**src/rtl/branch_resolve_unit.sv**
```systemverilog
// rtl/branch_resolve_unit.sv - carries fetch-time predictions to EX and resolves them
// Flags mispredicts, drives predictor update and fetch redirect, counts branches.
module branch_resolve_unit #(
   parameter int PC_LENGTH = 32,
   parameter int CNT_WIDTH = 32
) (
   input  logic                 clk,
   input  logic                 rst,
   input  logic                 i_valid_if,
   input  logic [PC_LENGTH-1:0] i_pc_if,
   input  logic                 i_pred_taken_if,
   input  logic [PC_LENGTH-1:0] i_pred_target_if,
   input  logic                 i_stall,
   input  logic                 i_is_br_ex,
   input  logic                 i_taken_ex,
   input  logic [PC_LENGTH-1:0] i_target_ex,
   output logic                 o_update,
   output logic                 o_taken,
   output logic [PC_LENGTH-1:0] o_pc_ex,
   output logic [PC_LENGTH-1:0] o_target_pc,
   output logic                 o_flush,
   output logic [PC_LENGTH-1:0] o_redirect_pc,
   output logic [CNT_WIDTH-1:0] o_br_count,
   output logic [CNT_WIDTH-1:0] o_mispred_count
);

   logic                 ifid_valid;
   logic [PC_LENGTH-1:0] ifid_pc;
   logic                 ifid_pred_taken;
   logic [PC_LENGTH-1:0] ifid_pred_target;

   logic                 idex_valid;
   logic [PC_LENGTH-1:0] idex_pc;
   logic                 idex_pred_taken;
   logic [PC_LENGTH-1:0] idex_pred_target;

   logic [PC_LENGTH-1:0] pc_plus4;
   logic                 update;
   logic                 mis_taken;
   logic                 mis_not_taken;
   logic                 alias_hit;
   logic                 flush;

   // EX resolution: a taken outcome is wrong if we predicted fall-through or a different target.
   always_comb begin
      pc_plus4      = idex_pc + PC_LENGTH'(4);
      update        = idex_valid & i_is_br_ex;
      mis_taken     = update & i_taken_ex &
                      (~idex_pred_taken | (idex_pred_target != i_target_ex));
      mis_not_taken = update & ~i_taken_ex & idex_pred_taken;
      alias_hit     = idex_valid & ~i_is_br_ex & idex_pred_taken;
      flush         = mis_taken | mis_not_taken | alias_hit;
   end

   assign o_update      = update;
   assign o_taken       = i_taken_ex;
   assign o_pc_ex       = idex_pc;
   assign o_target_pc   = i_target_ex;
   assign o_flush       = flush;
   assign o_redirect_pc = mis_taken ? i_target_ex : pc_plus4;

   // Valid bits carry the flush/stall/reset priority; payload just follows them.
   always_ff @(posedge clk) begin
      if (rst) begin
         ifid_valid <= 1'b0;
         idex_valid <= 1'b0;
      end else if (flush) begin
         ifid_valid <= 1'b0;
         idex_valid <= 1'b0;
      end else if (i_stall) begin
         idex_valid <= 1'b0;
      end else begin
         ifid_valid <= i_valid_if;
         idex_valid <= ifid_valid;
      end
   end

   always_ff @(posedge clk) begin
      if (!i_stall) begin
         ifid_pc          <= i_pc_if;
         ifid_pred_taken  <= i_pred_taken_if;
         ifid_pred_target <= i_pred_target_if;
      end
      idex_pc          <= ifid_pc;
      idex_pred_taken  <= ifid_pred_taken;
      idex_pred_target <= ifid_pred_target;
   end

   always_ff @(posedge clk) begin
      if (rst) begin
         o_br_count      <= '0;
         o_mispred_count <= '0;
      end else begin
         if (update && (o_br_count != {CNT_WIDTH{1'b1}}))
            o_br_count <= o_br_count + CNT_WIDTH'(1);
         if (flush && (o_mispred_count != {CNT_WIDTH{1'b1}}))
            o_mispred_count <= o_mispred_count + CNT_WIDTH'(1);
      end
   end

endmodule

```
**config.mk**
```make
export PLATFORM = sky130hd
export DESIGN_NAME = branch_resolve_unit
export DESIGN_NICKNAME = d
export VERILOG_FILES = /design/src/rtl/branch_resolve_unit.sv
export SDC_FILE = /design/constraint.sdc
export NUM_CORES = 1
export LEC_CHECK = 0
export CAP_MARGIN = 30
export CORE_MARGIN = 2
export CORE_UTILIZATION = 36
export CTS_CLUSTER_SIZE = 30
export DETAILED_ROUTE_END_ITERATION = 10
export PLACE_DENSITY = 0.73
export REMOVE_ABC_BUFFERS = 1
export SYNTH_ARGS = -nofsm -noshare
export SYNTH_HDL_FRONTEND = slang
export SYNTH_SLANG_ARGS = --single-unit
```
**constraint.sdc**
```tcl
create_clock -name clk -period 2.6 [get_ports clk]
set_input_delay 0.39 -clock clk [delete_from_list [all_inputs] [get_ports clk]]
set_output_delay 0.39 -clock clk [all_outputs]
set_load 0.01 [all_outputs]
```
==> impl_metrics.json, run 1 <==
{
  "cts.sinks": 196,
  "cts_tree": "yes",
  "row_count": 53,
  "grt_use_total": 0.1999,
  "cp.arrival_ns": 2.43,
  "routedWlPerCell_um": 17.08,
  "r2r.worst_path.cells": 10,
  "power_density_nw_per_um2": 571.3,
  "worstSetupEndpointType": "primary output",
  "setup_tns_ns": -5.347,
  "worstHoldPathCells": 0,
  "yosysTopAreaCell": "dfxtp_1",
  "die_w_um": 151.0,
  "worst_path_most_repeated_cell": "buf_12",
  "slew_viol_final": 0,
  "ys_ff_latch": 196,
  "power_uw": 7023,
  "gr-total-overflow": 0,
  "synthToLayoutAreaGrowth_pct": 58.11,
  "syn_avg_cell_area_um2": 10.72,
  "hp-class": "reg -> reg",
  "fin_ws_ns": -0.2186,
  "relSlewSlack": 0.4077,
  "leakagePower_uw": 0.004544,
  "drt_iter0_drc": 361,
  "crit_path_top_delay_cell": "dfxtp_2",
  "portBuffers": 265,
  "cts-buffers-inserted": 17,
  "initial_utilization": 0.3687,
  "clock-root-buffer": "clkbuf_16",
  "outcome": "finished with violations",
  "cts.reportedPaths.clkPinSlew_ns": 0.09,
  "rsz0062_at_grt": "yes",
  "clock.fmax_ghz": 0.3548,
  "finalCriticalPeriod_ns": 2.819,
  "core_um2": 21090,
  "start_kind": "flop",
  "slowest_delay_ns": 0.33,
  "period_share": 1.084,
  "yosysWarningCount": 0,
  "critPathKind": "reg -> out",
  "grt_max_degree": 66,
  "clock_skew_ns": 0.01670,
  "finalHoldViolCount": 0,
  "worst_pin_slew_ns": 0.8885,
  "fillers": 1762,
  "grt_pass1_vias": 6385,
  "setup_viol": 33,
  "antenna_found_initial": 2,
  "grt_pass1_wl_um": 34460,
  "drc": 0,
  "clockBufferDepth": 2,
  "ant_nets": 0,
  "path_max_fanout": 6,
  "synth_top_area_frac": 0.3373,
  "dieArea_um2": 22790,
  "netlist_top_cells_area": "dfxtp_1, edfxtp_1, xnor2_1, xor2_1, nor2_1",
  "via_count": 6623,
  "netlist_instances": 725,
  "via_per_inst": 4.888,
  "ios": 266,
  "yosysSeqAreaShare": 0.5883,
  "cts_max_level": 4,
  "drt_wl_total_um": 23150,
  "ys_types": 43,
  "cp.required_ns": 2.21,
  "gp_congestion": 0.8476,
  "fin_nets": 1171,
  "ir_drop_uv": 396.4,
  "synth_area_um2": 7775,
  "drive_gt1_frac": 0.2412,
  "worstPathCellList": "xnor2_1 > nand4_1 > nor4_2 > buf_4 > nand3_4 > nand3_4 > buf_12 > buf_12 > buf_12 > nor2_2 > a21oi_1 > buf_2",
  "die_y_um": 151.0,
  "drv_cap": 0,
  "violations": "negative setup slack",
  "clock_latency_ns": 0.44,
  "ctsHoldBuffers": 0,
  "dp_hpwl_um": 16870,
  "drtPass1Iterations": 4
}
area by class of cell:
cell class	instances	area (um2)	share of cell area
Sequential cell	196	4602	0.3744
Timing Repair Buffer	374	3495	0.2843
Multi-Input combinational cell	464	3154	0.2566
Clock buffer	17	425.4	0.03461
Tap cell	275	344.1	0.02799
Clock inverter	15	222.7	0.01812
Inverter	12	45.04	0.003664
Antenna cell	2	5.005	0.0004071
synthesized netlist by cell type, drive strengths merged:
| cell type | instances |
|---|---|
| dfxtp | 131 |
| nor2 | 85 |
| edfxtp | 65 |
| a21oi | 54 |
| xnor2 | 50 |
| nand2 | 44 |
| buf | 42 |
| nand3 | 41 |
| xor2 | 39 |
| nand4 | 30 |
| or3 | 19 |
| o21ai | 18 |
| inv | 12 |
| clkbuf | 11 |
| and3 | 10 |
| mux2 | 10 |
| o31ai | 10 |
| or4 | 10 |
| nor3 | 9 |
| and4 | 8 |
| nor2b | 5 |
| nor4 | 5 |
| ha | 3 |
| a311oi | 2 |
| and2 | 2 |
| mux2i | 2 |
| nor4b | 2 |
| a31oi | 1 |
| o2111ai | 1 |
| o21a | 1 |
| o21ba | 1 |
| o31a | 1 |
| or4b | 1 |
routing by layer:
layer / GRT usage / routed length [um] / vias up
met4: 0.08598 / 682 / 0
met3: 0.04819 / 1138 / 39
met1: 0.2452 / 9864 / 3156
met5: 0 / 0 / -
li1: - / - / 3234
met2: 0.3361 / 11460 / 194
sequential cells by signal, summed over array words and instances (netlist names):
name and cells:
idex_pred_target 32, idex_pred_taken 1, idex_valid 1, ifid_pred_target 32, ifid_pc 32, o_mispred_count 32, o_pc_ex 32, ifid_pred_taken 1
o_br_count 32, ifid_valid 1
cells in the final DEF, fill, tap and decap left out, drive strengths merged, types with 19 or more instances in the layout:
cell type / n
dfxtp: 131
nand3: 41
edfxtp: 65
xnor2: 50
buf: 142
xor2: 39
clkdlybuf4s50: 210
dlygate4sd2: 21
or3: 19
inv: 22
nand2: 44
nor2: 85
a21oi: 54
nand4: 30
repair_timing:
| action | CTS | global route |
|---|---|---|
| buffers inserted | 13 | 4 |
| resized for setup | 223 | 41 |
| pin swaps | 23 | 6 |
| endpoints found under the setup margin | 33 | 46 |
| gates cloned | 2 | 1 |
cells by family after synthesis:
group / synth area share
and+or+nand+nor: 0.1764
DFF: 0.5883
AOI/OAI and AO/OA: 0.06437
xor gates and xnor gates: 0.1003
buffers and inverters: 0.04876
muxes: 0.01706
adders and majority gates: 0.004828
worst paths after layout:
kind	startpoint	end	slack, ns
min	ifid_pc[10]	o_pc_ex[10]	0.34
max reg2reg	o_mispred_count[0]	o_mispred_count[17]	0.19
max	idex_pred_target[5]	o_redirect_pc[21]	-0.22
min reg2reg	ifid_pc[10]	o_pc_ex[10]	0.34
worst max-delay path, delay by kind of cell (launching register included):
kind | cells | cell delay (ns)
AO/OA/AOI/OAI | 1 | 0.10
flip-flops | 1 | 0.33
AND/OR/NAND/NOR | 5 | 0.70
buffers and inverters | 5 | 0.68
XOR/XNOR | 1 | 0.17
per-stage QoR:
stage / util / worst slack, ns / instances / instance area, um2 / hold slack (ns)
after detailed placement: 0.5300 / -0.8029 / 1302 / 11180 / 0.3269
after global placement: 0.5300 / -0.6961 / 1302 / 11180 / 0.3236
after global routing: 0.5829 / -0.4153 / 1355 / 12290 / 0.3510
after floorplan: - / -0.3207 / 672 / 7441 / 0.3233
final: 0.5829 / -0.2186 / 1355 / 12290 / 0.3363
after CTS: 0.5729 / -0.1912 / 1349 / 12080 / 0.3428
report_power, final:
| part | switching, uW | total, uW | internal (uW) |
|---|---|---|---|
| clock | 1440 | 2810 | 1370 |
| combinational | 338 | 801 | 462 |
| sequential | 76.9 | 3410 | 3340 |
| total | 1860 | 7020 | 5170 |
(Power assumes the default switching activity.)
==> run 2, diff against run 1 <==
Settings changed: CORE_MARGIN 2 to not set.
==> run 2 against run 1 <==
Compared with the run above:
- combinational power up 1%
- largest cell class unchanged
- worst hold slack worse by 0.0017 ns
- register-to-register slack about the same
- non-clock buffer count is 1 higher
- sequential share of layout area shrank 0.11 points
- the flow still finishes with violations (negative setup slack)
- critical path depth down 2
- total power down 1.6%
- die area shrank 2.6%
- count of clock-buffer cells in the layout did not move
- highest routed layer unchanged
- wire length is 2.2% higher
- sequential power barely moved
==> impl_metrics.json, run 2 (synthesis results as in run 1) <==
{
  "clock-root-buffer": "clkbuf_16",
  "place_area_um2": 11180,
  "outcome": "finished with violations",
  "cts.sinks": 196,
  "finalCriticalPeriod_ns": 2.919,
  "via_per_inst": 4.896,
  "slew_viol_final": 0,
  "drtPass1Iterations": 4,
  "multi_input_area_um2": 3102,
  "leakagePower_uw": 0.004549,
  "worst_pin_slew_ns": 0.8478,
  "power_density_nw_per_um2": 561.9,
  "row_count": 53,
  "seq_area_um2": 4589,
  "cts.reportedPaths.clkPinSlew_ns": 0.08,
  "grt_pass1_vias": 6497,
  "final_cell_mix": "clkdlybuf4s50_1, dfxtp_1, buf_4, nor2_1, edfxtp_1",
  "relSlewSlack": 0.4268,
  "cts_tree": "yes",
  "drive_gt1_frac": 0.2354,
  "die_w_um": 149.0,
  "path_max_fanout": 5,
  "clockBufferDepth": 2,
  "setup_tns_ns": -7.614,
  "cts_max_level": 4,
  "clock_latency_ns": 0.44,
  "ctsHoldBuffers": 0,
  "finalHoldViolCount": 0,
  "drt_wl_total_um": 23670,
  "gr-total-overflow": 0,
  "ant_nets": 0,
  "crit_path_top_delay_cell": "dfxtp_2",
  "gp_congestion": 0.8867,
  "via_count": 6644,
  "rrSetupSlack_ns": 0.18,
  "rsz0062_at_grt": "yes",
  "setup_viol": 33,
  "slowest_delay_ns": 0.34,
  "worstHoldPathCells": 0,
  "critPathTopFamily": "simple AND/OR/NAND/NOR gates",
  "die_y_um": 149.0,
  "r2r_end": "o_mispred_count[31]",
  "grt_pass1_wl_um": 35760,
  "fin_nets": 1172,
  "start_kind": "flop",
  "grt_use_total": 0.2135,
  "path_buf_inv": 4,
  "r2r.worst_path.cells": 7,
  "cp.arrival_ns": 2.53,
  "antenna_found_initial": 3,
  "dp_hpwl_um": 16810,
  "violations": "negative setup slack",
  "finalInstanceArea_um2": 12300,
  "grt_max_degree": 62,
  "fillers": 1758,
  "clock_skew_ns": 0.01323,
  "worstSetupEndpointType": "primary output",
  "hp-class": "reg -> reg",
  "critPathKind": "reg -> out",
  "period_share": 1.123,
  "cts-buffers-inserted": 17,
  "hold_end": "o_pc_ex[4]",
  "drv_cap": 0,
  "fin_ws_ns": -0.3194,
  "core_um2": 21090,
  "hp-start": "ifid_pc[4]",
  "portBuffers": 265,
  "r2r-start": "o_mispred_count[8]",
  "drc": 0,
  "routedWlPerCell_um": 17.44,
  "worstPathCellList": "xnor2_2 > nand4_1 > nor4_4 > buf_4 > nand3_4 > nand3_4 > buf_12 > buf_12 > mux2_4 > buf_6",
  "initial_utilization": 0.3687,
  "ir_drop_uv": 388.1,
  "cp.required_ns": 2.21,
  "layout_commonest_cell": "clkdlybuf4s50_1",
  "clock.fmax_ghz": 0.3425,
  "ios": 266,
  "drt_iter0_drc": 299,
  "synthToLayoutAreaGrowth_pct": 58.14,
  "dieArea_um2": 22190
}
## run 2: cell types whose count changed in the layout (fill, tap and decap cells not counted), moves of 5 or more
| cell | change |
|---|---|
| nor2_1 | +5 |
| a21oi_2 | +13 |
| a21oi_1 | -12 |
| dfxtp_2 | -10 |
| dfxtp_1 | +10 |
## run 2: area by class of cell
cell class                 count  area share
sequential                   196      0.3733
timing repair buffer         375      0.2906
multi-input combinational    464      0.2523
clock buffer                  17     0.03460
tap                          275     0.02798
clock inverter                15     0.01699
inverter                      12    0.003663
antenna                        3   0.0006106
## run 2: worst max path at each step
stage	startpoint	endpoint	slack (ns)	cells past startpoint
floorplan	i_target_ex[10]	o_redirect_pc[0]	-0.32	6
global placement	i_target_ex[31]	o_redirect_pc[12]	-0.95	12
detailed placement	i_target_ex[31]	o_redirect_pc[14]	-0.96	10
CTS	idex_pred_target[20]	o_redirect_pc[0]	-0.29	10
global route	idex_pred_target[20]	o_redirect_pc[1]	-0.41	10
finish	idex_pred_target[24]	o_redirect_pc[20]	-0.32	10
## run 2: what timing repair did
action	4_1_cts	5_1_grt
endpoints found under the setup margin	33	37
resized for setup	216	37
buffers inserted	13	5
pin swaps	21	8
gates cloned	6	1
## run 2: through the flow
step             util  worst slack [ns]  instances  hold WS, ns  power [uW]
2_1_floorplan       -           -0.3207        672       0.3233        3664
3_3_place_gp   0.5300           -0.9477       1302       0.3235        4253
3_5_place_dp   0.5300           -0.9620       1302       0.3269        4267
4_1_cts        0.5799           -0.2929       1353       0.3357        6958
5_1_grt        0.5829           -0.4059       1356       0.3437        7142
6_report       0.5831           -0.3194       1357       0.3346        6909
## run 2: metal layers
metal | up-vias | track usage | routed length [um]
li1 | 3232 | - | -
met4 | 0 | 0.09031 | 660
met5 | - | 0 | 0
met1 | 3184 | 0.2651 | 10250
met3 | 39 | 0.04190 | 1177
met2 | 189 | 0.3607 | 11570
## run 2: where the power goes
part / total (uW) / switching [uW] / internal, uW
clock: 2690 / 1370 / 1320
combinational: 810 / 345 / 465
sequential: 3410 / 71.4 / 3330
## run 2: worst reg2reg max path, stage by stage, from the launching register on
cell,delay [ns]
dfxtp_1,0.41
and4_4,0.26
nand4_2,0.12
or3_4,0.40
a311oi_2,0.33
nand3_4,0.18
or4_1,0.50
a21oi_1,0.15
